==> src/rtl/l2_arbiter_pkg.sv <==
// Shared definitions for the L2 arbiter and the cache controllers that talk to it.
// Latency: n/a (types, constants and a helper function only).
// Backpressure: n/a.
package l2_arbiter_pkg;

   // Width of every burst_size field on the cache and L2 sides.
   localparam int BURST_W = 5;

   // Requester index constants. They also encode the owner / last-grant value.
   localparam logic [1:0] REQ_NONE = 2'd0;
   localparam logic [1:0] REQ_I    = 2'd1;
   localparam logic [1:0] REQ_D    = 2'd2;

   typedef enum logic [1:0] {
      IDLE  = 2'd0,
      ISSUE = 2'd1,
      XFER  = 2'd2,
      TAIL  = 2'd3
   } arb_state_t;

   typedef enum logic [1:0] {
      GNT_NONE = REQ_NONE,
      GNT_I    = REQ_I,
      GNT_D    = REQ_D
   } gnt_t;

   // A burst_size of zero still moves one beat.
   function automatic logic [BURST_W-1:0] beats_of(input logic [BURST_W-1:0] size);
      return (size == '0) ? BURST_W'(1) : size;
   endfunction

endpackage

==> src/rtl/l2_req_slot.sv <==
// Per-requester pending slot: captures a one-cycle rreq/wreq pulse with its addr/size.
// Latency: the request is visible on vld in the pulse cycle itself (bypass), then held.
// Backpressure: pulses are dropped while the slot is already pending or the requester owns the bus.
// Ports: clk/reset; rreq/wreq/addr/burst_size from the cache; owns/grant from the arbiter;
//        vld/is_wr/vld_addr/vld_size describe the pending-or-arriving request.
module l2_req_slot
   import l2_arbiter_pkg::*;
(
   input  logic               clk,
   input  logic               reset,
   input  logic               rreq,
   input  logic               wreq,
   input  logic [31:0]        addr,
   input  logic [BURST_W-1:0] burst_size,
   input  logic               owns,
   input  logic               grant,
   output logic               vld,
   output logic               is_wr,
   output logic [31:0]        vld_addr,
   output logic [BURST_W-1:0] vld_size
);

   logic               pend_q;
   logic               wr_q;
   logic [31:0]        addr_q;
   logic [BURST_W-1:0] size_q;
   logic               cap;

   assign cap = (rreq | wreq) & ~pend_q & ~owns;

   // An arriving pulse is offered to the arbiter in the same cycle so an idle
   // arbiter can issue on the very next edge without a round trip through the slot.
   assign vld      = pend_q | cap;
   assign is_wr    = pend_q ? wr_q   : wreq;
   assign vld_addr = pend_q ? addr_q : addr;
   assign vld_size = pend_q ? size_q : burst_size;

   always_ff @(posedge clk or negedge reset) begin
      if (!reset) begin
         pend_q <= 1'b0;
         wr_q   <= 1'b0;
         addr_q <= '0;
         size_q <= '0;
      end else if (grant) begin
         pend_q <= 1'b0;
      end else if (cap) begin
         pend_q <= 1'b1;
         wr_q   <= wreq;
         addr_q <= addr;
         size_q <= burst_size;
      end
   end

endmodule

==> src/rtl/l2_arbiter.sv <==
// Two-requester (I-cache, D-cache) burst arbiter in front of a single L2 port.
// Latency: request pulse on an idle arbiter -> l2 pulse next cycle; zero added cycles per beat.
// Backpressure: l2_busy stalls the beat counter; k_busy is low only on owner beats with l2_busy=0.
// Ports: clk, reset (async active-low); per requester k in {i,d}: k_rreq, k_wreq, k_addr,
//        k_burst_size, k_wdata in, k_rdata, k_busy out; L2 side: l2_rreq, l2_wreq, l2_addr,
//        l2_burst_size, l2_wdata out, l2_rdata, l2_busy in.
module l2_arbiter
   import l2_arbiter_pkg::*;
#(
   parameter int D_PRIORITY = 1
)(
   input  logic               clk,
   input  logic               reset,
   input  logic               i_rreq,
   input  logic               i_wreq,
   input  logic [31:0]        i_addr,
   input  logic [BURST_W-1:0] i_burst_size,
   input  logic [31:0]        i_wdata,
   output logic [31:0]        i_rdata,
   output logic               i_busy,
   input  logic               d_rreq,
   input  logic               d_wreq,
   input  logic [31:0]        d_addr,
   input  logic [BURST_W-1:0] d_burst_size,
   input  logic [31:0]        d_wdata,
   output logic [31:0]        d_rdata,
   output logic               d_busy,
   output logic               l2_rreq,
   output logic               l2_wreq,
   output logic [31:0]        l2_addr,
   output logic [BURST_W-1:0] l2_burst_size,
   output logic [31:0]        l2_wdata,
   input  logic [31:0]        l2_rdata,
   input  logic               l2_busy
);

   arb_state_t         state_q, state_d;
   gnt_t               last_q, last_d, owner;
   logic [BURST_W-1:0] beat_q, beat_d;
   logic               l2_rreq_d, l2_wreq_d;
   logic [31:0]        l2_addr_d;
   logic [BURST_W-1:0] l2_size_d;

   logic               i_vld, i_wr, d_vld, d_wr;
   logic [31:0]        i_vaddr, d_vaddr;
   logic [BURST_W-1:0] i_vsize, d_vsize;
   logic               can_grant, pick_d, grant_i, grant_d;

   // The last grant doubles as the current owner whenever a burst is in flight.
   assign owner = (state_q == IDLE) ? GNT_NONE : last_q;

   l2_req_slot u_slot_i (
      .clk        (clk),
      .reset      (reset),
      .rreq       (i_rreq),
      .wreq       (i_wreq),
      .addr       (i_addr),
      .burst_size (i_burst_size),
      .owns       (owner == GNT_I),
      .grant      (grant_i),
      .vld        (i_vld),
      .is_wr      (i_wr),
      .vld_addr   (i_vaddr),
      .vld_size   (i_vsize)
   );

   l2_req_slot u_slot_d (
      .clk        (clk),
      .reset      (reset),
      .rreq       (d_rreq),
      .wreq       (d_wreq),
      .addr       (d_addr),
      .burst_size (d_burst_size),
      .owns       (owner == GNT_D),
      .grant      (grant_d),
      .vld        (d_vld),
      .is_wr      (d_wr),
      .vld_addr   (d_vaddr),
      .vld_size   (d_vsize)
   );

   // Grants happen from IDLE or straight out of TAIL. In TAIL the owner's own
   // slot is blocked, so only the other side can be chosen there.
   always_comb begin
      can_grant = (state_q == IDLE) || (state_q == TAIL);
      if (i_vld && d_vld) begin
         pick_d = (last_q == GNT_NONE) ? (D_PRIORITY != 0) : (last_q == GNT_I);
      end else begin
         pick_d = d_vld;
      end
      grant_i = can_grant & i_vld & ~pick_d;
      grant_d = can_grant & d_vld &  pick_d;
   end

   always_comb begin
      state_d   = state_q;
      last_d    = last_q;
      beat_d    = beat_q;
      l2_rreq_d = 1'b0;
      l2_wreq_d = 1'b0;
      l2_addr_d = l2_addr;
      l2_size_d = l2_burst_size;
      case (state_q)
         IDLE:  state_d = IDLE;
         ISSUE: state_d = XFER;
         XFER: begin
            if (!l2_busy) begin
               if ((beat_q + 1'b1) == beats_of(l2_burst_size)) begin
                  state_d = TAIL;
                  beat_d  = '0;
               end else begin
                  beat_d  = beat_q + 1'b1;
               end
            end
         end
         TAIL:    state_d = IDLE;
         default: state_d = IDLE;
      endcase
      if (grant_i || grant_d) begin
         state_d   = ISSUE;
         last_d    = grant_d ? GNT_D : GNT_I;
         l2_rreq_d = grant_d ? ~d_wr : ~i_wr;
         l2_wreq_d = grant_d ?  d_wr :  i_wr;
         l2_addr_d = grant_d ? d_vaddr : i_vaddr;
         l2_size_d = grant_d ? d_vsize : i_vsize;
      end
   end

   always_ff @(posedge clk or negedge reset) begin
      if (!reset) begin
         state_q       <= IDLE;
         last_q        <= GNT_NONE;
         beat_q        <= '0;
         l2_rreq       <= 1'b0;
         l2_wreq       <= 1'b0;
         l2_addr       <= '0;
         l2_burst_size <= '0;
      end else begin
         state_q       <= state_d;
         last_q        <= last_d;
         beat_q        <= beat_d;
         l2_rreq       <= l2_rreq_d;
         l2_wreq       <= l2_wreq_d;
         l2_addr       <= l2_addr_d;
         l2_burst_size <= l2_size_d;
      end
   end

   assign i_busy   = ~((owner == GNT_I) && (state_q == XFER) && !l2_busy);
   assign d_busy   = ~((owner == GNT_D) && (state_q == XFER) && !l2_busy);
   assign l2_wdata = (owner == GNT_I) ? i_wdata :
                     (owner == GNT_D) ? d_wdata : '0;
   assign i_rdata  = l2_rdata;
   assign d_rdata  = l2_rdata;

endmodule

==> config.mk <==
export PLATFORM = sky130hd
export DESIGN_NAME = l2_arbiter
export DESIGN_NICKNAME = d
export VERILOG_FILES = /design/src/rtl/l2_arbiter_pkg.sv /design/src/rtl/l2_req_slot.sv /design/src/rtl/l2_arbiter.sv
export SDC_FILE = /design/constraint.sdc
export NUM_CORES = 1
export LEC_CHECK = 0
export BUFFER_PORTS_ARGS = -buffer_cell sky130_fd_sc_hd__buf_2
export CAP_MARGIN = 5
export CORE_ASPECT_RATIO = 0.6
export CORE_MARGIN = 1.5
export CORE_UTILIZATION = 48
export CTS_CLUSTER_SIZE = 28
export DETAILED_ROUTE_END_ITERATION = 8
export PLACE_DENSITY = 0.81
export SYNTH_ARGS = -nofsm -noshare
export SYNTH_HDL_FRONTEND = slang
export SYNTH_HIERARCHICAL = 1
export SYNTH_SLANG_ARGS = --single-unit
==> constraint.sdc <==
create_clock -name clk -period 4.5 [get_ports clk]
set_clock_uncertainty 0.1 [all_clocks]
set_input_delay 1.125 -clock clk [delete_from_list [all_inputs] [get_ports clk]]
set_output_delay 1.125 -clock clk [all_outputs]
set_load 0.1 [all_outputs]
# After elaboration in Yosys (flattened, before gate mapping)
# Index checks and enable logic that the tools add are counted.
classes:
  add_sub_neg: 1
  n_eq_ne: 9
  n_mux: 28
  bitwise: 24
  reduce_logical: 18
ops:
  columns: ["operator", "count"]
  rows:
  - ["$mux 32", 5]
  - ["$mux 5", 5]
  - ["$mux 1", 12]
  - ["$not 1->1", 12]
  - ["$mux 2", 5]
  - ["$and 1x1->1", 8]
  - ["$reduce_and 2->1", 4]
  - ["$eq 2x1->1 const B", 3]
  - ["$eq 2x2->1 const B", 3]
  - ["$ne 3x3->1 const B", 2]
  - ["$pmux 2 s3", 1]
  - ["$add 5x1->5 const B", 1]
  - ["$eq 5x5->1", 1]
  - ["$logic_and 1x1->1", 5]
  - ["$logic_not 5->1", 1]
  - ["$logic_not 2->1", 2]
  - ["$or 1x1->1", 4]
  - ["$reduce_bool 2->1", 2]
  - ["$logic_or 1x1->1", 2]
  - ["$reduce_or 2->1", 1]
  - ["$logic_not 1->1", 1]
word_totals:
  register_bits: 126
  input_bits: 177
  elab_cells: 95

# Logic depth before layout (Yosys ltp)
# Gate-level depths: netlist of run 1.
depth:
  depth_word: 13
  mapped_depth: 14
  depth_no_buf: 10

# By module
# The synthesis of run 1 kept the hierarchy.
by_module_without_submodules:
  columns: ["module", "n_inst", "cells_per_inst", "area_each_um2", "seq_area_each_um2"]
  rows:
  - ["l2_req_slot", 2, 127, 1990.7, 975.9]
  - ["l2_arbiter", 1, 321, 2979.1, 1201.2]

# Worst setup path before layout of run 1
# OpenSTA, ideal clock, no wires.
synth_timing:
  kind: "register -> register"
  start: "register state_q[1]"
  end: "register u_slot_i.addr_q[0]"
  arrival_ps: 3137
  required_ps: 4275
  path_slack_ps: 1137
  path_stages_with_launch: 15
  synth_period_minus_slack_ps: 3363
  path_cell_list: "dfrtp_1 > inv_1 > ha_1 > nor3b_2 > clkbuf_1 > o21bai_1 > or2b_1 > nor2b_1 > o21ai_4 > inv_1 > buf_2 > or3_1 > buf_6 > buf_6 > mux2_4"
synth_between:
  elab_chain_len: 12
  word_cells_on_any_way: 19
  classes_between: "eq/ne: 3; mux: 2; bitwise: 10; reduce/logical: 4"
synth_lines:
  columns: ["item", "line", "text"]
  rows:
  - ["start, declared", "l2_arbiter.sv:37", "arb_state_t state_q, state_d;"]
  - ["start signal, assigned", "l2_arbiter.sv:139", "state_q <= state_d;"]
  - ["$logic_not 2->1 *", "l2_arbiter.sv:50", "assign owner = (state_q == IDLE) ? GNT_NONE : last_q;"]
  - ["$mux 2 *", "l2_arbiter.sv:50", null]
  - ["$eq 2x1->1 *", "l2_arbiter.sv:59", ".owns (owner == GNT_I),"]
  - ["$not 1->1 *", "l2_req_slot.sv:29", "assign cap = (rreq | wreq) & ~pend_q & ~owns;"]
  - ["$and 1x1->1 *", "l2_req_slot.sv:29", null]
  - ["$or 1x1->1 *", "l2_req_slot.sv:33", "assign vld = pend_q | cap;"]
  - ["via i_vld", "l2_arbiter.sv:44", "logic i_vld, i_wr, d_vld, d_wr;"]
  - ["$logic_and 1x1->1", "l2_arbiter.sv:86", "if (i_vld && d_vld) begin"]
  - ["$mux 1", "l2_arbiter.sv:86", null]
  - ["$not 1->1", "l2_arbiter.sv:91", "grant_i = can_grant & i_vld & ~pick_d;"]
  - ["$and 1x1->1 *", "l2_arbiter.sv:91", null]
  - ["via grant_i", "l2_arbiter.sv:47", "logic can_grant, pick_d, grant_i, grant_d;"]
  - ["$not 1->1 (no source line) *", null, null]
  - ["$reduce_and 2->1 (no source line) *", null, null]
  - ["end signal, assigned", "l2_req_slot.sv:49", "addr_q <= addr;"]
  - ["end, declared", "l2_req_slot.sv:25", "logic [31:0] addr_q;"]
# Mark *: on every way through the listed nets, which the timed path passes. The rest lies on a longest branch.
# A chain may end at the register's enable or synchronous reset.

# Final worst setup path of run 1
layout_timing:
  start: "register state_q[0]"
  end: "register u_slot_i.addr_q[2]"
layout_between:
  elab_chain_len: 12
  word_cells_on_any_way: 19
  classes_between: "eq/ne: 3; mux: 2; bitwise: 10; reduce/logical: 4"
layout_lines:
  columns: ["item", "line", "text"]
  rows:
  - ["$logic_not 2->1 *", "l2_arbiter.sv:50", null]
  - ["$mux 2 *", "l2_arbiter.sv:50", null]
  - ["$eq 2x2->1 *", "l2_arbiter.sv:74", ".owns (owner == GNT_D),"]
  - ["$not 1->1 *", "l2_req_slot.sv:29", null]
  - ["$and 1x1->1 *", "l2_req_slot.sv:29", null]
  - ["$or 1x1->1 *", "l2_req_slot.sv:33", null]
  - ["via d_vld", "l2_arbiter.sv:44", null]
  - ["$logic_and 1x1->1", "l2_arbiter.sv:86", null]
  - ["$mux 1 *", "l2_arbiter.sv:86", null]
  - ["$not 1->1 *", "l2_arbiter.sv:91", null]
  - ["$and 1x1->1 *", "l2_arbiter.sv:91", null]
  - ["$not 1->1 (no source line) *", null, null]
  - ["$reduce_and 2->1 (no source line) *", null, null]
# Marked as above.

==> results of run 1 <==
## cell type report
type	count	area (sq um)
Antenna cell	3	7.51
Clock buffer	19	453
Clock inverter	13	186
Fill cell	1147	5510
Inverter	28	105
Multi-Input combinational cell	326	3070
Sequential cell	126	3160
Tap cell	192	240
Timing Repair Buffer	229	1190
## state kept, by name, summed over array words and instances (netlist names), 2 cells and up
name / flops
l2_burst_size: 5
u_slot_d/addr_q: 32
l2_addr: 32
beat_q: 5
last_q: 2
state_q: 2
u_slot_d/size_q: 5
u_slot_i/size_q: 5
u_slot_i/addr_q: 32
## final timing paths
kind	start	endpoint	slack, ns
hold reg to reg	u_slot_d/addr_q[3]	u_slot_d/addr_q[3]	0.40
setup / recovery	state_q[0]	u_slot_i/addr_q[2]	0.86
max in group asynchronous	reset	u_slot_d/pend_q	2.81
hold / removal	u_slot_d/addr_q[3]	u_slot_d/addr_q[3]	0.40
min in group asynchronous	reset	u_slot_i/addr_q[7]	0.66
setup reg to reg	state_q[0]	u_slot_i/addr_q[2]	0.86
## worst register-to-register path, cell delays in order (launching register included)
cell and delay [ns]:
dfrtp_1 0.38, inv_1 0.11, ha_1 0.27, nor3b_4 0.07, o21bai_1 0.19, or2b_1 0.27
inv_1 0.10, o21ai_4 0.45, inv_1 0.13, or3_2 0.95, mux2_4 0.51
## per-layer routing
metal  track usage, %  routed length (um)
met2             39.8                8710
met5                0                   0
met1             33.2                8360
met3             10.3                1830
met4             5.76                 151
## cells by family after synthesis
| logic type | count (synthesis) |
|---|---|
| AO/OA/AOI/OAI | 86 |
| XOR/XNOR | 4 |
| flip-flops | 126 |
| AND/OR/NAND/NOR | 77 |
| adder cells (fa/ha/maj) | 4 |
| multiplexers | 155 |
| buffers and inverters | 123 |
## cells in the final DEF (no fill, tap or decap), types with 5 or more instances in the layout
cell	count
a222oi_1	21
a22o_1	32
buf_2	216
buf_4	12
clkbuf_16	17
dfrtp_1	124
inv_1	28
mux2_2	112
mux2_4	40
nand2_1	12
nor2_1	41
nor2b_1	5
o21ai_0	5
o22ai_1	18
## stage by stage
| step | instances | instance area, sq um | utilization [%] | hold WS [ns] | worst slack, ns |
|---|---|---|---|---|---|
| 6_report | 936 | 8410 | 60.4 | 0.402 | 0.861 |
| 5_1_grt | 933 | 8400 | 60.4 | 0.418 | 0.671 |
| 3_3_place_gp | 901 | 7760 | 55.8 | 0.380 | 0.642 |
| 2_1_floorplan | 575 | 6960 | - | 0.374 | 1.14 |
| 3_5_place_dp | 901 | 7760 | 55.8 | 0.387 | 0.600 |
| 4_1_cts | 933 | 8400 | 60.4 | 0.401 | 0.851 |
==> flow_metrics.py, run 1 <==
metrics = {
    "worst_setup_path": {
        "critPathMaxFanout": 38,
        "reg2regPathDepth": 10,
        "critical_path.endpoint_type": "flip-flop",
        "worstPathArrival_ns": 3.83,
        "crit_chain": "inv_1 -> ha_1 -> nor3b_4 -> o21bai_1 -> or2b_1 -> inv_1 -> o21ai_4 -> inv_1 -> or3_2 -> mux2_4",
        "cp_common_cell": "inv_1",
        "critPathTopFamily": "simple AND/OR/NAND/NOR gates",
        "cp.required_ns": 4.69,
        "path_depth": 10,
        "startpoint_type": "flip-flop",
        "path_class": "flip-flop to flip-flop",
        "slowest_stage": "or3_2",
        "cp_num_buf_inv": 3,
        "critPathMaxStageDelay_ns": 0.95,
    },
    "logic_synthesis": {
        "synth_top_family_by_area": "multiplexers",
        "yosys.area_share.simple_pct": 5.21,
        "synth_mux_area_share_pct": 27.2,
        "synth-xor-area-share_pct": 0.503,
        "netlist_top_cells_area": "dfrtp_1 (45%), mux2_2 (18%), mux2_4 (8.6%)",
        "synthCells": 575,
        "ys_seq_area_share_pct": 45.3,
        "synth_top_area_share_pct": 45.3,
        "syn-num-nets": 756,
        "yosys.area.top_type": "dfrtp_1",
        "synth-async-reset-ratio_pct": 100,
        "synth-compound-area-share_pct": 10.2,
        "ys_ff_latch": 126,
        "ys.flop_type": "dfrtp_1",
        "syn_area_per_cell_sq_um": 12.1,
        "synth_warnings": 6,
        "synth_edf_count": 0,
        "synth.most_common_cell": "dfrtp_1",
        "syn_area_sq_um": 6960,
        "synth_common_cells": "dfrtp_1 (126), mux2_2 (112), buf_4 (64), nor2_1 (41), mux2_4 (40)",
        "synth.distinct_cells": 37,
        "synthAdderAreaFrac_pct": 0.719,
    },
    "clock_tree": {
        "worstSkewPairLatency_ns": 0.41,
        "cts-root-buf": "clkbuf_16",
        "clkSinkCount": 126,
        "numCtsBuffers": 17,
        "cts_tree": "yes",
        "cts.path.max_buffers": 2,
        "post-cts-setup-buffers": 0,
        "postCtsHoldBufs": 0,
        "cts_resized": 0,
        "cts-htree-levels": 4,
        "clkTransAtPathRegs_ns": 0.06,
    },
    "place": {
        "hpwl_um": 13700,
        "gp_congestion": 0.809,
        "place.port_buffers": 217,
    },
    "detailed_routing": {
        "wl_um": 19000,
        "firstDrtPassIters": 6,
        "drt_iter0_drc": 400,
        "wl_per_cell_um": 20.3,
        "drtAntennaViolNets": 0,
        "drc": 0,
        "vias": 5153,
        "via_per_inst": 5.51,
    },
    "timing": {
        "worstMarginPinSlew_ns": 1.15,
        "finalCriticalPeriod_ns": 3.64,
        "period_share_pct": 80.9,
        "fmax_mhz": 275,
        "rsz0062_at_grt": "false",
        "slew_headroom_pct": 23.6,
        "tns_ns": 0,
        "hold_violations": 0,
        "slew_violations": 0,
        "setup-violations-final": 0,
    },
    "global_routing": {
        "grt_pass1_wl_um": 28200,
        "first_global_vias": 5053,
        "grt_max_degree": 72,
        "antenna_found_initial": 3,
        "track_usage_pct": 25.5,
        "gr-total-overflow": 0,
    },
    "floorplan": {
        "die-area_sq_um": 15300,
        "core_area_sq_um": 13900,
        "start_util_pct": 50.0,
        "die_h_um": 96.3,
        "io_pins": 314,
        "die_x_um": 158,
        "row_count": 33,
    },
    "final_layout": {
        "syn2layout_area_growth_pct": 20.8,
        "nNetsFinal": 909,
        "drive_gt1_share_pct": 57.1,
    },
    "flow_run": {
        "max-cap-violations": 0,
    },
    "worst_hold_path": {
        "hp-class": "flip-flop to flip-flop",
        "min_path_cells": 1,
    },
    "outcome": {
        "status": "complete, no violations",
    },
}
Power of run 1 is not shown: default switching activity piles up to over one toggle a cycle in this logic, so the estimate is an artifact.
==> inputs of run 2 (changes only) <==
Settings changed: CORE_UTILIZATION 48 to 43, PLACE_DENSITY 0.81 to 0.77.
Clock period 4.5 ns to 3 ns, I/O delays scaled along.
==> flow_metrics.py, run 2 (same netlist as run 1, synthesis figures left out) <==
metrics = {
    "detailed_routing": {
        "firstDrtPassIters": 7,
        "wl_um": 19000,
        "drt_iter0_drc": 420,
        "wl_per_cell_um": 20.1,
        "vias": 4993,
        "drc": 0,
        "via_per_inst": 5.27,
        "drtAntennaViolNets": 0,
    },
    "clock_tree": {
        "cts_resized": 0,
        "post-cts-setup-buffers": 0,
        "postCtsHoldBufs": 0,
        "cts-htree-levels": 4,
        "clkTransAtPathRegs_ns": 0.06,
        "cts.path.max_buffers": 2,
        "worstSkewPairLatency_ns": 0.41,
        "cts-root-buf": "clkbuf_16",
        "cts_tree": "yes",
        "numCtsBuffers": 17,
        "clkSinkCount": 126,
    },
    "floorplan": {
        "start_util_pct": 44.6,
        "io_pins": 314,
        "die_x_um": 167,
        "core_area_sq_um": 15600,
        "die-area_sq_um": 17000,
        "die_h_um": 102,
        "row_count": 35,
    },
    "global_routing": {
        "grt_max_degree": 66,
        "first_global_vias": 5159,
        "grt_util_met3_pct": 8.05,
        "gr-total-overflow": 0,
        "track_usage_pct": 23.0,
        "grt_pass1_wl_um": 29200,
        "antenna_found_initial": 4,
        "use_met1_pct": 30.8,
        "use_met2_pct": 35.0,
        "grt_busiest_layer": "met2",
    },
    "timing": {
        "hold_violations": 0,
        "tns_ns": 0,
        "worstMarginPinSlew_ns": 0.705,
        "finalCriticalPeriod_ns": 2.87,
        "slew_violations": 0,
        "period_share_pct": 95.8,
        "setup-violations-final": 0,
        "slew_headroom_pct": 53.0,
        "fmax_mhz": 348,
        "rsz0062_at_grt": "true",
        "fin_hold_ws_ns": 0.178,
    },
    "worst_setup_path": {
        "critPathMaxFanout": 33,
        "cp.required_ns": 2.15,
        "reg2regPathDepth": 10,
        "critPathMaxStageDelay_ns": 0.41,
        "critical_path.endpoint_type": "output port",
        "worstPathArrival_ns": 2.02,
        "crit_chain": "inv_2 -> ha_4 -> nor3b_4 -> buf_6 -> a22o_1 -> buf_12",
        "critPathTopFamily": "buffers and inverters",
        "path_class": "flip-flop to output port",
        "startpoint_type": "flip-flop",
        "cp_num_buf_inv": 3,
        "slowest_stage": "dfrtp_1",
        "path_depth": 6,
    },
    "place": {
        "place.port_buffers": 217,
        "gp_congestion": 0.902,
        "hpwl_um": 13900,
    },
    "worst_hold_path": {
        "hp-class": "primary input to asynchronous set/reset pin",
    },
    "final_layout": {
        "fill_cells": 1281,
        "final_common_cell": "buf_2",
        "nNetsFinal": 910,
        "final_cell_mix": "buf_2 (184), dfrtp_1 (124), mux2_2 (112)",
        "syn2layout_area_growth_pct": 28.4,
        "reg.largest.list": "l2_addr (32), u_slot_d/addr_q (32), u_slot_i/addr_q (32)",
        "drive_gt1_share_pct": 57.8,
    },
    "flow_run": {
        "max-cap-violations": 0,
    },
    "outcome": {
        "status": "complete, no violations",
    },
}
## run 2: path summary, 6_finish.rpt
kind	start	end	slack, ns
hold reg to reg	l2_addr[29]	l2_addr[29]	0.40
min in group clk	l2_addr[29]	l2_addr[29]	0.40
setup reg to reg	state_q[1]	u_slot_d/size_q[2]	0.18
setup / recovery	state_q[1]	l2_wdata[22]	0.13
max in group asynchronous	reset	u_slot_d/size_q[1]	1.85
hold / removal	reset	u_slot_d/addr_q[6]	0.18
## run 2: worst reg2reg max path, stage by stage (launching register included)
cell	delay [ns]
dfrtp_1	0.41
inv_2	0.06
ha_4	0.18
nor3b_4	0.22
o21bai_1	0.15
or2b_4	0.31
nand2_1	0.11
nand3_4	0.08
inv_2	0.06
or3_4	0.57
mux2_2	0.44
## run 2: area by class of cell
type	instances	area, sq um	share of cell area (%)
Clock buffer	21	460	5.15
Inverter	28	105	1.18
Tap cell	203	254	2.84
Sequential cell	126	3160	35.3
Timing Repair Buffer	230	1690	18.9
Antenna cell	3	7.51	0.0840
Clock inverter	11	156	1.75
Multi-Input combinational cell	326	3110	34.8
## run 2: metal layers
metal,vias up,wire length (um)
li1,2319,-
met1,2409,8540
met2,250,8510
met3,15,1700
met4,0,262
met5,-,0
## run 2: per-stage QoR
stage	util (%)	std cells	worst slack [ns]	cell area [sq um]
2_1_floorplan	-	575	-0.0974	7060
3_3_place_gp	53.2	913	0.164	8300
3_5_place_dp	53.2	913	0.123	8300
4_1_cts	57.2	945	0.0363	8910
5_1_grt	57.3	946	-0.0131	8930
6_report	57.3	948	0.126	8940
Power of run 2 is left out for the same reason.
==> inputs of run 3 (changes only) <==
Settings changed: SYNTH_HIERARCHICAL 1 to default.
Clock period 3 ns to 2.55 ns, I/O delays scaled along.
==> flow_metrics.py, run 3 <==
metrics = {
    "outcome": {
        "status": "complete, but fails checks",
        "violations": "negative setup slack",
    },
    "place": {
        "dp.cells": 914,
        "hpwl_um": 14200,
        "place.port_buffers": 217,
        "dpl-instance-area_sq_um": 8420,
        "gp_congestion": 0.819,
    },
    "logic_synthesis": {
        "netlist_top_cells_area": "dfrtp_1 (46%), mux2i_1 (11%), mux2_2 (10%)",
        "syn-num-nets": 752,
        "synth_edf_count": 0,
        "synth_top_area_share_pct": 46.1,
        "synth.most_common_cell": "dfrtp_1",
        "synthCells": 571,
        "ys_ff_latch": 126,
        "synth_common_cells": "dfrtp_1 (126), mux2i_1 (73), buf_4 (65), mux2_2 (62), a22o_1 (59)",
        "syn_area_per_cell_sq_um": 12.0,
        "ys.flop_type": "dfrtp_1",
        "synth_warnings": 0,
        "ys_seq_area_share_pct": 46.1,
        "yosys.area.top_type": "dfrtp_1",
        "syn_area_sq_um": 6840,
        "synth-async-reset-ratio_pct": 100,
        "synth.distinct_cells": 36,
    },
    "timing": {
        "period_share_pct": 104,
        "slew_violations": 0,
        "slew_headroom_pct": 66.3,
        "hold_violations": 0,
        "fin_hold_ws_ns": 0.138,
        "setup_slack_ns": -0.0988,
        "fmax_mhz": 378,
        "setup-violations-final": 32,
        "tns_ns": -2.21,
        "worstMarginPinSlew_ns": 0.509,
        "finalCriticalPeriod_ns": 2.65,
        "rsz0062_at_grt": "true",
    },
    "floorplan": {
        "core_area_sq_um": 15500,
        "die_x_um": 166,
        "start_util_pct": 44.3,
        "io_pins": 314,
        "die-area_sq_um": 16700,
        "die_h_um": 101,
        "row_count": 35,
    },
    "worst_setup_path": {
        "critical_path.endpoint_type": "output port",
        "critPathMaxStageDelay_ns": 0.37,
        "reg2regPathDepth": 9,
        "cp.required_ns": 1.81,
        "slowest_stage": "dfrtp_1",
        "worstPathArrival_ns": 1.91,
        "critPathMaxFanout": 5,
        "path_class": "flip-flop to output port",
        "startpoint_type": "flip-flop",
        "crit_chain": "inv_2 -> ha_4 -> nor3b_4 -> buf_6 -> buf_6 -> clkbuf_16 -> a22o_4 -> buf_12",
        "cp_common_cell": "buf_6",
    },
    "final_layout": {
        "final_cells": 962,
        "regArea_sq_um": 3160,
        "multiInputGateArea_sq_um": 3350,
        "final_common_cell": "buf_2",
        "syn2layout_area_growth_pct": 38.8,
        "nNetsFinal": 926,
        "final_cell_mix": "buf_2 (182), dfrtp_1 (124), mux2i_1 (73)",
        "final_area_sq_um": 9500,
        "drive_gt1_share_pct": 54.7,
        "reg.largest.list": "l2_addr (32), u_slot_d.addr_q (32), u_slot_i.addr_q (32)",
        "fill_cells": 1215,
    },
    "global_routing": {
        "use_met1_pct": 36.1,
        "use_met2_pct": 32.6,
        "grt_util_met3_pct": 8.64,
        "track_usage_pct": 24.2,
        "grt_max_degree": 68,
        "gr-total-overflow": 0,
        "grt_pass1_wl_um": 30600,
        "first_global_vias": 5316,
        "grt_busiest_layer": "met1",
        "antenna_found_initial": 2,
    },
    "detailed_routing": {
        "vias": 5411,
        "drc": 0,
        "firstDrtPassIters": 5,
        "via_per_inst": 5.62,
        "drt_iter0_drc": 323,
        "drtAntennaViolNets": 0,
        "wl_per_cell_um": 21.7,
        "wl_um": 20900,
    },
    "clock_tree": {
        "postCtsHoldBufs": 0,
        "worstSkewPairLatency_ns": 0.42,
        "cts_tree": "yes",
        "cts.path.max_buffers": 2,
        "cts-root-buf": "clkbuf_16",
        "numCtsBuffers": 17,
        "cts-htree-levels": 4,
        "clkTransAtPathRegs_ns": 0.06,
        "clkSinkCount": 126,
    },
    "flow_run": {
        "max-cap-violations": 0,
    },
    "worst_hold_path": {
        "hp-class": "primary input to asynchronous set/reset pin",
    },
}
-- run 3: cells by family (layout without fill, tap and decap cells) --
kind of cell	Yosys count	in the layout	share of synthesized area, %
multiplexers	155	155	25.3
AND/OR/NAND/NOR	57	57	4.13
XOR/XNOR	4	4	0.512
AO/OA/AOI/OAI	120	120	13.4
flip-flops	126	126	46.1
adder cells (fa/ha/maj)	4	4	0.731
buffers and inverters	105	292	9.89
other	0	1	0
-- run 3: final timing paths --
path | startpoint | end | slack (ns)
min in group clk | d_addr[10] | u_slot_d.addr_q[10] | 0.36
max | state_q[0] | l2_wdata[1] | -0.1
min reg2reg | l2_addr[28] | l2_addr[28] | 0.40
max reg2reg | state_q[0] | u_slot_d.addr_q[1] | 0.12
max in group asynchronous | reset | l2_addr[15] | 1.89
min | reset | u_slot_d.size_q[2] | 0.14
-- run 3: routing by layer --
| metal | vias up | share of wire [%] |
|---|---|---|
| met4 | 2 | 0.99 |
| met3 | 32 | 9.6 |
| met2 | 240 | 42 |
| met5 | - | 0.057 |
| li1 | 2407 | - |
| met1 | 2730 | 47 |
-- run 3: critical path: cells and delay by family, from the launching register on --
kind	cells	cell delay (ns)
buffers and inverters	5	0.67
adders and majority gates	1	0.17
and+or+nand+nor	1	0.05
AOI/OAI and AO/OA	1	0.23
DFF	1	0.37
-- run 3: timing repair --
action,4_1_cts,5_1_grt
endpoints found under the setup margin,34,34
resized for setup,25,27
pin swaps,1,22
buffers inserted,5,6
cloned,1,5
-- run 3: layout make-up --
type                            instances  share of cell area, %
Clock inverter                         15                   1.98
Tap cell                              203                   2.67
Timing Repair Buffer                  256                   22.2
Multi-Input combinational cell        340                   35.3
Clock buffer                           17                   4.48
Antenna cell                            1                 0.0263
Inverter                                4                  0.158
Sequential cell                       126                   33.2
-- run 3: through the flow --
step           worst slack (ns)  util, %
3_3_place_gp              0.137     54.4
2_1_floorplan           -0.0757        -
3_5_place_dp              0.105     54.4
5_1_grt                  -0.162     61.4
4_1_cts                 -0.0886     59.7
6_report                -0.0988     61.4
Power of run 3 is left out for the same reason.
